**src/rtl/instr_fetch.sv**
```systemverilog
// instr_fetch: IDLE/REQ/VALID fetch FSM driving memReq/memAddr, latching memData into IR on memAck, decoding opcode/rd/rs/funct and pc, with stall hold and branch redirect
module instr_fetch #(
  parameter int PC_WIDTH = 8,
  parameter logic [PC_WIDTH-1:0] RESET_PC = '0
) (
  input  logic                CLK,
  input  logic                RST,
  output logic                memReq,
  output logic [PC_WIDTH-1:0] memAddr,
  input  logic                memAck,
  input  logic [15:0]         memData,
  input  logic                stall,
  input  logic                branchTaken,
  input  logic [PC_WIDTH-1:0] branchTarget,
  output logic                instrValid,
  output logic [4:0]          opcode,
  output logic [2:0]          rd,
  output logic [2:0]          rs,
  output logic [3:0]          funct,
  output logic [PC_WIDTH-1:0] pc
);
  typedef enum logic [1:0] {IDLE, REQ, VALID} state_t;
  state_t state, state_n;
  logic [PC_WIDTH-1:0] fetch_pc;
  logic [15:0] ir;
  logic load;
  logic unused_ir4;
  always_comb begin
    state_n = state;
    load = state == REQ && memAck && !branchTaken;
    state_n = branchTaken ? REQ :
              state == IDLE ? REQ :
              state == REQ ? (memAck ? VALID : REQ) :
              (stall ? VALID : REQ);
  end
  always_ff @(posedge CLK or posedge RST) begin
    if (RST) begin
      state <= IDLE;
      fetch_pc <= RESET_PC;
      pc <= RESET_PC;
      ir <= '0;
    end else begin
      state <= state_n;
      if (branchTaken) fetch_pc <= branchTarget;
      else if (load) fetch_pc <= fetch_pc + PC_WIDTH'(1);
      if (load) begin
        ir <= memData;
        pc <= fetch_pc;
      end
    end
  end
  assign memReq = state == REQ;
  assign memAddr = fetch_pc;
  assign instrValid = state == VALID;
  assign opcode = ir[15:11];
  assign rd = ir[10:8];
  assign rs = ir[7:5];
  assign funct = ir[3:0];
  assign unused_ir4 = ir[4];
endmodule

```
**config.mk**
```make
export PLATFORM = sky130hd
export DESIGN_NAME = instr_fetch
export DESIGN_NICKNAME = d
export VERILOG_FILES = /design/src/rtl/instr_fetch.sv
export SDC_FILE = /design/constraint.sdc
export NUM_CORES = 1
export LEC_CHECK = 0
export CORE_UTILIZATION = 43
export CTS_BUF_LIST = sky130_fd_sc_hd__clkbuf_2 sky130_fd_sc_hd__clkbuf_4 sky130_fd_sc_hd__clkbuf_8
export CTS_CLUSTER_DIAMETER = 40
export DETAILED_ROUTE_END_ITERATION = 8
export GPL_TIMING_DRIVEN = 1
export MAX_ROUTING_LAYER = met4
export PLACE_DENSITY_LB_ADDON = 0.1
export SETUP_SLACK_MARGIN = 0.4
export SLEW_MARGIN = 25
export SYNTH_ARGS = -nofsm -noshare
export SYNTH_HDL_FRONTEND = slang
export SYNTH_SLANG_ARGS = --single-unit
```
**constraint.sdc**
```tcl
create_clock -name CLK -period 1.7 [get_ports CLK]
set_input_delay 0.34 -clock CLK [delete_from_list [all_inputs] [get_ports CLK]]
set_output_delay 0.34 -clock CLK [all_outputs]
set_load 0.005 [all_outputs]
```
# == Yosys cells after proc, flatten, opt, wreduce, memory -nomap -nowiden ==
# Cells that the tools add are included.
# W data, S select, Z words.
# word_totals
reg_bits,34
in_bits,29
out_inout_bits,33
wordCells,19
# classes
n_addsub,1
n_eq_ne,2
muxes,7
reduce_logical,5
# op_table
operator,n
$mux W8,2
$mux W2,5
$add A8 B1 Y8 const B,1
$eq A2 B1 Y1 const B,1
$eq A2 B2 Y1 const B,1
$logic_and A1 B1 Y1,2
$logic_not A2 Y1,1
$reduce_bool A2 Y1,1
$logic_not A1 Y1,1

# == Depth between registers and ports, before layout ==
# depth
depth_word,5
depth_mapped,4
mapped_depth_nobuf,4

# == Least setup slack after synthesis ==
# No wires, ideal clock.
# synth_path
kind,reg2reg
start,register state[1]
end,register pc[0]
setup_time_ps,125
t_arrival_ps,1308
slack_ps,267
path_stages_with_launch,5
n_path_buf,1
synth_period_minus_slack_ps,1433
cell_sequence,dfrtp_1 nand3b_4 nor2_2 buf_4 mux2_2
# synth_via
elab_chain_cells,3
# synth_lines
item,line,text
start: declaration,23,"state_t state, state_n;"
start signal: assignment,43,state <= state_n;
$eq A2 B1 Y1,30,load = state == REQ && memAck && !branchTaken;
$logic_and A1 B1 Y1 (2 in a row),30,
end signal: assignment,48,pc <= fetch_pc;
end: declaration,20,output logic [PC_WIDTH-1:0] pc
# No other way between the ends.
# A chain may end at the register's enable or synchronous reset.

# == Worst setup path after layout ==
# layout_path
start,register state[1]
end,"register fetch_pc[3], in the netlist memAddr[3]"
# layout_via
elab_chain_cells,4
# layout_lines
item,line,text
$eq A2 B1 Y1,30,
$logic_and A1 B1 Y1 (2 in a row),30,
$reduce_bool A2 Y1 (no line),--,
end signal: assignment,44,if (branchTaken) fetch_pc <= branchTarget;
end signal: assignment,45,else if (load) fetch_pc <= fetch_pc + PC_WIDTH'(1);
end: declaration,24,logic [PC_WIDTH-1:0] fetch_pc;
# No other way between the ends.

==> flow_summary_export.csv <==
group,metric,value,unit
pwr,p_leak,1.11,nW
synthesis,yosys_warnings,0,
timing,slew_headroom,72.6,%
timing,fin_worst_skew,7.59,ps
routing,vias_per_cell,5.06,
global_route,track_usage,23.0,%
timing,period_share,96.9,%
placement,dp_hpwl,2280,um
timing,finalHoldViolCount,0,
die,rows,20,
routing,drt_iter0_markers,42,
worst_setup_path,slowest_delay,500,ps
routing,dr_total_vias,1276,
finish,n_antenna_cell,0,
die,ios,62,
pwr,ir_drop,0.555,mV
worst_setup_path,worst_setup_path_start_kind,"flop",
routing,ant_nets,0,
finish,area_growth,72.0,%
synthesis,yosysUniqueCellTypes,23,
worst_setup_path,critPathArrivalTime,1910,ps
synthesis,synth_area_per_cell,13.4,sq um
clock_tree,htreeDepth,2,
synthesis,synth_cells,104,
finish,layout_common_cells,"buf_4, dfrtp_1, clkdlybuf4s50_1",
timing,fmax,607,MHz
global_route,grt_pass1_vias,1222,
synthesis,syn_nets,134,
finish,final_area,2390,sq um
finish,drive_gt1_share,44.2,%
worst_setup_path,crit_top_cell,"buf_6",
placement,post_dp_cell_area,2140,sq um
worst_setup_path,critPathCaptureType,"flop",
global_route,grt_pass1_wl,5580,um
pwr,pwr_density_cell,962,nW/um^2
synthesis,ys_seq_area_share,59.5,%
worst_setup_path,path_cells,"buf_6 > buf_6 > nand3b_4 > buf_4 > or4_1 > nand3_1",
timing,tns,0,ps
clock_tree,clock-sinks,33,
clock_tree,cts_root_buf,"clkbuf_4",
outcome,run_status,"finished clean",
routing,drt_first_pass_iters,4,
clock_tree,max-clock-path-buffers,2,
routing,drc,0,
timing,setup_viol,0,
clock_tree,tritoncts,"yes",
clock_tree,holdBufCountCts,0,
global_route,grt_overflow,0,
global_route,grt_antenna_before_repair,0,
worst_setup_path,required,1970,ps
die,start_util,45.5,%
die,die_area,3460,sq um
global_route,grt_start_max_net_pins,34,
timing,worstMarginPinSlew,412,ps
timing,drv_slew,0,
worst_setup_path,critical_path_class,"reg -> reg",
timing,min_period,1650,ps
worst_setup_path,crit_fanout,5,
clock_tree,cts_buffers,5,
placement,gp_congestion,0.854,
clock_tree,path_clk_slew,100,ps
worst_setup_path,slowest_stage,"or4_1",
die,die-height,58.8,um
clock_tree,clk_latency,330,ps
die,coreArea,3050,sq um
finish,postLayoutCoreUtil,78.2,%
placement,port_buffers,60,
synthesis,ys_ff_latch,33,
die,die_w,58.8,um
finish,final_common_cell,"buf_4",
finish,nets,238,
synthesis,netlist_area,1390,sq um
worst_hold_path,hold_path_class,"in -> async",
routing,drt-wirelength-per-cell,14.9,um
timing,rsz0062_at_grt,"true",
job,cap_violations,0,
routing,wl,3750,um
==> final timing paths <==
check                      slack (ps)                endpoint          startpoint  depth (start not counted)
min in group CLK                  490       pc[1]$_DFFE_PP0P_   pc[1]$_DFFE_PP0P_                          1
min reg2reg                       490       pc[1]$_DFFE_PP0P_   pc[1]$_DFFE_PP0P_                          1
max in group asynchronous         970  memAddr[2]$_DFFE_PP0P_                 RST                          3
min                               410       pc[6]$_DFFE_PP0P_                 RST                          3
max                                50  memAddr[3]$_DFFE_PP0P_  state[1]$_DFF_PP0_                          6
max reg2reg                        50  memAddr[3]$_DFFE_PP0P_  state[1]$_DFF_PP0_                          6
==> registers in the layout, indices dropped and copies added (netlist names) <==
signal   count
ir          15
memAddr      8
pc           8
state        2
==> cell usage after synthesis <==
cell	n	area [sq um]
mux2_2	4	45.0
mux2_1	19	214
a21oi_1	1	5.00
nand4b_1	1	8.76
o31ai_1	2	15.0
mux2i_1	1	10.0
clkbuf_1	1	3.75
nor2b_1	2	12.5
nand2_1	9	33.8
nand3_1	5	25.0
or4_1	5	37.5
dfrtp_1	33	826
nand4_2	1	12.5
inv_1	3	11.3
ha_1	1	12.5
a31oi_1	2	12.5
o211ai_1	3	22.5
nor2_1	2	7.51
nor2_2	1	6.26
nand3b_4	1	20.0
xor2_1	2	17.5
buf_4	2	15.0
o21ai_0	3	15.0
==> repair_timing <==
item,in CTS,in global routing
setup buffers,24,7
gates resized for setup,89,25
endpoints found under the setup margin,62,56
pin swaps,6,3
hold endpoints to repair,0,0
==> metrics by stage <==
stage / total power, mW / worst slack (ps) / hold WS, ps / cells
6_report: 2.30 / 53.0 / 410 / 252
5_1_grt: 2.42 / -17.3 / 453 / 252
4_1_cts: 2.29 / 89.6 / 414 / 245
3_5_place_dp: 1.78 / -133 / 475 / 214
3_3_place_gp: 1.75 / -97.3 / 466 / 214
2_1_floorplan: 1.31 / 320 / 456 / 104
==> cells by family (layout without fill, tap and decap cells) <==
logic type,count (synthesis),in the layout,share of synthesized area (%)
AOI/OAI and AO/OA,11,11,5.04
xor gates and xnor gates,2,2,1.26
adders and majority gates,1,1,0.901
buffers and inverters,6,110,2.16
DFF,33,33,59.5
muxes,24,24,19.4
and+or+nand+nor,27,27,11.8
==> where the power goes <==
group	internal [mW]	switching (mW)	total, mW
combinational	0.518	0.285	0.803
sequential	0.950	0.0838	1.03
clock	0.211	0.250	0.461
==> cell type report <==
class                           count  area [sq um]
Timing Repair Buffer              100           842
Sequential cell                    33           831
Fill cell                         202           664
Multi-Input combinational cell     65           591
Clock buffer                        7          58.8
Tap cell                           44          55.1
Inverter                            3          11.3
==> metal layers <==
layer	vias to the layer above	share of wire, %	GRT usage (%)
li1	588	-	-
met1	629	40	25.6
met2	51	52	38.5
met3	8	5.3	7.03
met4	0	1.9	8.84
met5	-	0	-
==> critical path: cells and delay by family (launching register included) <==
kind,cells,cell delay [ps]
buffers and inverters,3,400
flip-flops,1,410
AND/OR/NAND/NOR,3,780
Power figures use the tool's default switching activity.
